`config.mk`:
```
export PLATFORM = sky130hd
export DESIGN_NAME = data_mem_port
export DESIGN_NICKNAME = d
export VERILOG_FILES = /design/src/rtl/data_mem_port.sv
export SDC_FILE = /design/constraint.sdc
export NUM_CORES = 1
export LEC_CHECK = 0
export CORE_UTILIZATION = 40
export CTS_CLUSTER_DIAMETER = 30
export DETAILED_ROUTE_END_ITERATION = 8
export GPL_ROUTABILITY_DRIVEN = 0
export GPL_TIMING_DRIVEN = 0
export MAX_ROUTING_LAYER = met4
export PLACE_DENSITY = 0.68
export SLEW_MARGIN = 10
export SYNTH_ARGS = -nofsm -noshare
export SYNTH_HDL_FRONTEND = slang
export SYNTH_SLANG_ARGS = --single-unit
```
`constraint.sdc`:
```
create_clock -name clk -period 2.1 [get_ports clk]
set_input_delay 0.42 -clock clk [delete_from_list [all_inputs] [get_ports clk]]
set_output_delay 0.42 -clock clk [all_outputs]
set_load 0.01 [all_outputs]
```
`src/rtl/data_mem_port.sv`:
```
// Memory-stage data port: one load/store per instruction becomes one or two
// word-aligned bus beats; the pipeline is stalled until the access completes.
module data_mem_port #(
  parameter int ADDR_W = 32
) (
  input  logic              clk,
  input  logic              rst_n,
  input  logic              store_mem,
  input  logic              load_mem,
  input  logic [1:0]        size,
  input  logic              load_unsigned,
  input  logic [ADDR_W-1:0] addr,
  input  logic [31:0]       wdata,
  output logic              stall,
  output logic              load_valid,
  output logic [31:0]       load_data,
  output logic              bus_req,
  input  logic              bus_ready,
  output logic              bus_we,
  output logic [ADDR_W-1:0] bus_addr,
  output logic [3:0]        bus_wstrb,
  output logic [31:0]       bus_wdata,
  input  logic              bus_rvalid,
  input  logic [31:0]       bus_rdata
);

  typedef enum logic [2:0] {IDLE, REQ0, WAIT0, REQ1, WAIT1, DONE} state_t;

  state_t      state;
  logic [1:0]  off_q;
  logic [1:0]  size_q;
  logic        uns_q;
  logic        split_q;
  logic [3:0]  strb1_q;
  logic [31:0] wdata1_q;
  logic [31:0] beat0_q;

  logic [7:0]  base_mask;
  logic [7:0]  lane_mask;
  logic [63:0] wd_lanes;

  // Shifting over two words: the upper nibble/word is exactly the beat-1 share.
  always_comb begin
    base_mask = 8'h0F;
    case (size)
      2'd1:    base_mask = 8'h01;
      2'd2:    base_mask = 8'h03;
      default: base_mask = 8'h0F;
    endcase
    lane_mask = base_mask << addr[1:0];
    wd_lanes  = {32'h0, wdata} << {addr[1:0], 3'b000};
  end

  always_comb begin
    stall = 1'b0;
    if (state == IDLE)
      stall = store_mem | load_mem;
    else if (state != DONE)
      stall = 1'b1;
  end

  function automatic logic [31:0] assemble(input logic [31:0] b0, input logic [31:0] b1,
                                           input logic [1:0] off, input logic [1:0] sz,
                                           input logic uns);
    logic [63:0] cat;
    logic [31:0] r;
    cat = {b1, b0} >> {off, 3'b000};
    r   = cat[31:0];
    case (sz)
      2'd1:    assemble = uns ? {24'h0, r[7:0]}  : {{24{r[7]}},  r[7:0]};
      2'd2:    assemble = uns ? {16'h0, r[15:0]} : {{16{r[15]}}, r[15:0]};
      default: assemble = r;
    endcase
  endfunction

  always_ff @(posedge clk or negedge rst_n) begin
    if (!rst_n) begin
      state      <= IDLE;
      bus_req    <= '0;
      bus_we     <= '0;
      bus_addr   <= '0;
      bus_wstrb  <= '0;
      bus_wdata  <= '0;
      load_valid <= '0;
      load_data  <= '0;
      off_q      <= '0;
      size_q     <= '0;
      uns_q      <= '0;
      split_q    <= '0;
      strb1_q    <= '0;
      wdata1_q   <= '0;
      beat0_q    <= '0;
    end else begin
      case (state)
        IDLE: begin
          load_valid <= 1'b0;
          if (store_mem | load_mem) begin
            state     <= REQ0;
            bus_req   <= 1'b1;
            bus_we    <= store_mem;
            bus_addr  <= {addr[ADDR_W-1:2], 2'b00};
            bus_wstrb <= store_mem ? lane_mask[3:0]  : '0;
            bus_wdata <= store_mem ? wd_lanes[31:0]  : '0;
            strb1_q   <= store_mem ? lane_mask[7:4]  : '0;
            wdata1_q  <= store_mem ? wd_lanes[63:32] : '0;
            off_q     <= addr[1:0];
            size_q    <= size;
            uns_q     <= load_unsigned;
            split_q   <= |lane_mask[7:4];
            beat0_q   <= '0;
          end
        end
        REQ0: begin
          if (bus_ready) begin
            if (bus_we && split_q) begin
              state     <= REQ1;
              bus_addr  <= bus_addr + ADDR_W'(4);
              bus_wstrb <= strb1_q;
              bus_wdata <= wdata1_q;
            end else begin
              bus_req <= 1'b0;
              state   <= bus_we ? DONE : WAIT0;
            end
          end
        end
        WAIT0: begin
          if (bus_rvalid) begin
            beat0_q <= bus_rdata;
            if (split_q) begin
              state    <= REQ1;
              bus_req  <= 1'b1;
              bus_addr <= bus_addr + ADDR_W'(4);
            end else begin
              state      <= DONE;
              load_valid <= 1'b1;
              load_data  <= assemble(bus_rdata, 32'h0, off_q, size_q, uns_q);
            end
          end
        end
        REQ1: begin
          if (bus_ready) begin
            bus_req <= 1'b0;
            state   <= bus_we ? DONE : WAIT1;
          end
        end
        WAIT1: begin
          if (bus_rvalid) begin
            state      <= DONE;
            load_valid <= 1'b1;
            load_data  <= assemble(beat0_q, bus_rdata, off_q, size_q, uns_q);
          end
        end
        DONE: begin
          load_valid <= 1'b0;
          state      <= IDLE;
        end
        default: state <= IDLE;
      endcase
    end
  end

endmodule

```
==> metrics.cfg <==
[route]
wl_per_cell_um=20.5
drt_wl_total_mm=33.2
avgViaCountPerCell=5.86
vias=9471
remaining_drc_errors=0
antenna_left=0
drt_iter0_drc=943
first_pass_iters=5

[grt]
grt_pass1_wl_mm=51.2
grt_start_max_net_pins=90
grtUsageTotal=0.277
grt_pass1_vias=9163
grt_util_met1=0.364
antenna_found_initial=2
grt_use_met2=0.426
grt_util_met3=0.0567
grt-ovfl-total=0
grt_busiest_layer=met2

[synth]
syn_inst=1038
yosysTopAreaCell=dfrtp_1
yosys_most_used_dff=dfrtp_1
postSynthAreaPerCell_um2=9.39
seq_area_frac_synth=0.434
syn_area_um2=9750
async_flop_share=1.00
ys.warnings.count=0
yosysTopAreaCellShare=0.434
synth_edf_count=0
ys_seq_elements=169
synth_cell_types=67
synthTopCellsByArea=dfrtp_1 (43%), mux4_2 (8.3%), nand2_1 (6.7%)

[clocking]
clock_latency_ns=0.44
cts_buffers=17
htreeDepth=4
cts_sinks=169
cts_root_buf=clkbuf_16
clk_path_buf_depth=2
clkTransAtPathRegs_ns=0.07
cts_tree=done

[critical_path]
arrival_ns=2.42
critical_path.startpoint_type=register
reg2reg_slack_ns=-0.008
critical_path_class=register to register
timing.rr.start=state[1]$_DFFE_PN0P_
worstPathMaxFanout=10
reg2reg_depth=9
worstSetupEndpointType=register
critPathRequiredTime_ns=2.41
r2r_end=bus_wdata[18]$_DFFE_PN0P_

[sta]
worst_pin_slew_ns=0.824
rsz0062_at_grt=yes
final-max-slew-violation-count=0
setup_violations=1
hold_viol_final=0
max-slew-margin-rel=0.451
post-route-period-util=1.00
fin_skew_ns=0.0150
worst_slack_ns=-0.00791
whs_ns=0.338
fmax_mhz=474
fin_crit_ns=2.11

[final_layout]
design_area_um2=13400
final_layout_size_suffix_gt1_frac=0.168
fillCellCount=2110
nNetsFinal=1390
area_growth_pct=37.0

[worst_hold_path]
hold_class=input pin to register
hold_depth=3
holdPathEnd=beat0_q[23]$_DFFE_PN0P_
min-delay-start=bus_rdata[23]

[placement]
io_buffers=204
dp_hpwl_mm=24.2
placed_area_um2=12200
pre_cts_slack_ns=-0.693

[floorplanning]
rows=56
core_area_um2=23700
io-pin-count=209
start_util=0.412
die_h_um=158
dieArea_um2=25000
die_w_um=158

[status]
outcome=complete, but fails checks
violations=negative setup slack

[power]
p_per_area_nw_per_um2=1460
p_leak_nw=5.46
irDropWorstVdd_mv=0.643

[job]
cap_violations=0

-- per-stage QoR --
| step | cells | total power [W] | setup TNS [ns] | util |
|---|---|---|---|---|
| after detailed placement | 1563 | 0.0155 | -68.46 | 0.516 |
| after global routing | 1615 | 0.0208 | -0.389 | 0.564 |
| after floorplan | 1039 | 0.0114 | 0 | - |
| after global placement | 1562 | 0.0154 | -1190.94 | 0.515 |
| after CTS | 1604 | 0.0191 | -0.0479 | 0.552 |
| final | 1616 | 0.0195 | -0.00791 | 0.564 |
-- critical path, cell delays in order, from the launching register on --
cell	delay, ns
dfrtp_2	0.44
buf_6	0.14
buf_4	0.15
nor3b_4	0.25
buf_6	0.20
nand2b_4	0.19
nor3_4	0.06
buf_12	0.15
a221oi_2	0.29
o21ai_0	0.12
-- per-layer routing --
layer | wire length, µm | up-vias
met5 | 0 | -
met4 | 731 | 0
met3 | 2920 | 61
met2 | 15800 | 503
met1 | 13800 | 4614
li1 | - | 4293
-- kinds of logic (layout without fill, tap and decap cells) --
logic type / count (synthesis) / in the layout / synth area share
AO/OA/AOI/OAI: 322 / 322 / 0.211
adder cells (fa/ha/maj): 4 / 4 / 0.00513
buffers and inverters: 96 / 350 / 0.0427
AND/OR/NAND/NOR: 343 / 344 / 0.154
multiplexers: 102 / 102 / 0.152
XOR/XNOR: 1 / 1 / 0.000899
other: 1 / 5 / 0.000385
flip-flops: 169 / 169 / 0.434
-- placed cells by master (no fill, tap or decap), types with 14 or more instances in the layout --
cell type        Yosys  final
clkbuf_2             1     26
buf_4                4     18
o21ai_0            103    102
nand3_1             15     15
mux2i_1             55     48
a2bb2oi_1           15     14
clkbuf_1            49     20
clkbuf_16            0     17
mux4_2              36     36
nand2_1            173    172
dfrtp_1            169    165
clkdlybuf4s50_1      0    196
o22ai_1             14     14
a22oi_1             21     21
nor2_1              89     84
a21oi_1             79     74
-- where the power goes --
part | leakage [nW] | internal, W | total (W) | switching [W]
clock network | 0.278 | 0.00159 | 0.00314 | 0.00155
logic | 3.04 | 0.00494 | 0.0106 | 0.00562
registers | 2.14 | 0.00463 | 0.00584 | 0.00122
-- sequential cells by signal, indices dropped and copies added, names as in the netlist --
name and count:
state 3, size_q 2, beat0_q 32, off_q 2, strb1_q 3, bus_req 1
bus_wstrb 4, bus_wdata 32, wdata1_q 24, bus_addr 30, uns_q 1, bus_we 1
split_q 1, load_data 32, load_valid 1
-- synth_stat cells, types with 3 or more instances --
cell	count
a211oi_1	14
buf_2	14
a22o_1	11
mux2_2	11
buf_1	11
o31ai_1	12
ha_1	4
mux4_2	36
o21ai_1	3
o21ai_0	103
nor2b_1	6
and3_1	7
a22oi_1	21
o22ai_1	14
mux2i_1	55
buf_4	4
a221oi_1	7
nor3_1	13
a31oi_1	6
o22ai_2	7
nand2b_1	6
dfrtp_1	169
a2bb2oi_1	15
buf_6	3
inv_1	13
and2_1	5
clkbuf_1	49
nor2_1	89
nand4_1	12
nand2_1	173
o22a_1	7
a21o_1	3
nand3_1	15
a21oi_1	79
-- area by class of cell --
cell class / count / area [µm²] / area share
inverter: 14 / 52.6 / 0.00394
antenna: 3 / 7.51 / 0.000562
timing repair buffer: 225 / 2270 / 0.170
sequential: 169 / 4230 / 0.317
buffer: 79 / 470 / 0.0352
clock buffer: 17 / 425 / 0.0319
multi-input combinational: 775 / 5340 / 0.400
clock inverter: 15 / 154 / 0.0115
tap: 319 / 399 / 0.0299
-- timing repair --
item	CTS	global route
pin swaps	5	2
endpoints found under the setup margin	135	123
resized for setup	67	79
hold buffers	1	0
gates cloned	2	1
hold endpoints to repair	5	0
buffers inserted	7	10
-- how the worst max path moves through the flow --
stage	startpoint	endpoint	slack, ns	depth (start not counted)
after detailed placement	bus_rvalid	bus_addr[29]$_DFFE_PN0P_	-0.69	8
after floorplan	off_q[0]$_DFFE_PN0P_	load_data[23]$_DFFE_PN0P_	0.05	8
final	state[1]$_DFFE_PN0P_	bus_wdata[18]$_DFFE_PN0P_	-0.008	9
after CTS	state[2]$_DFFE_PN0P_	stall	-0.03	5
after global placement	rst_n	bus_wdata[8]$_DFFE_PN0P_	-6.67	1
after global routing	state[1]$_DFFE_PN0P_	bus_wdata[18]$_DFFE_PN0P_	-0.07	9
Power figures use the tool's default switching activity.
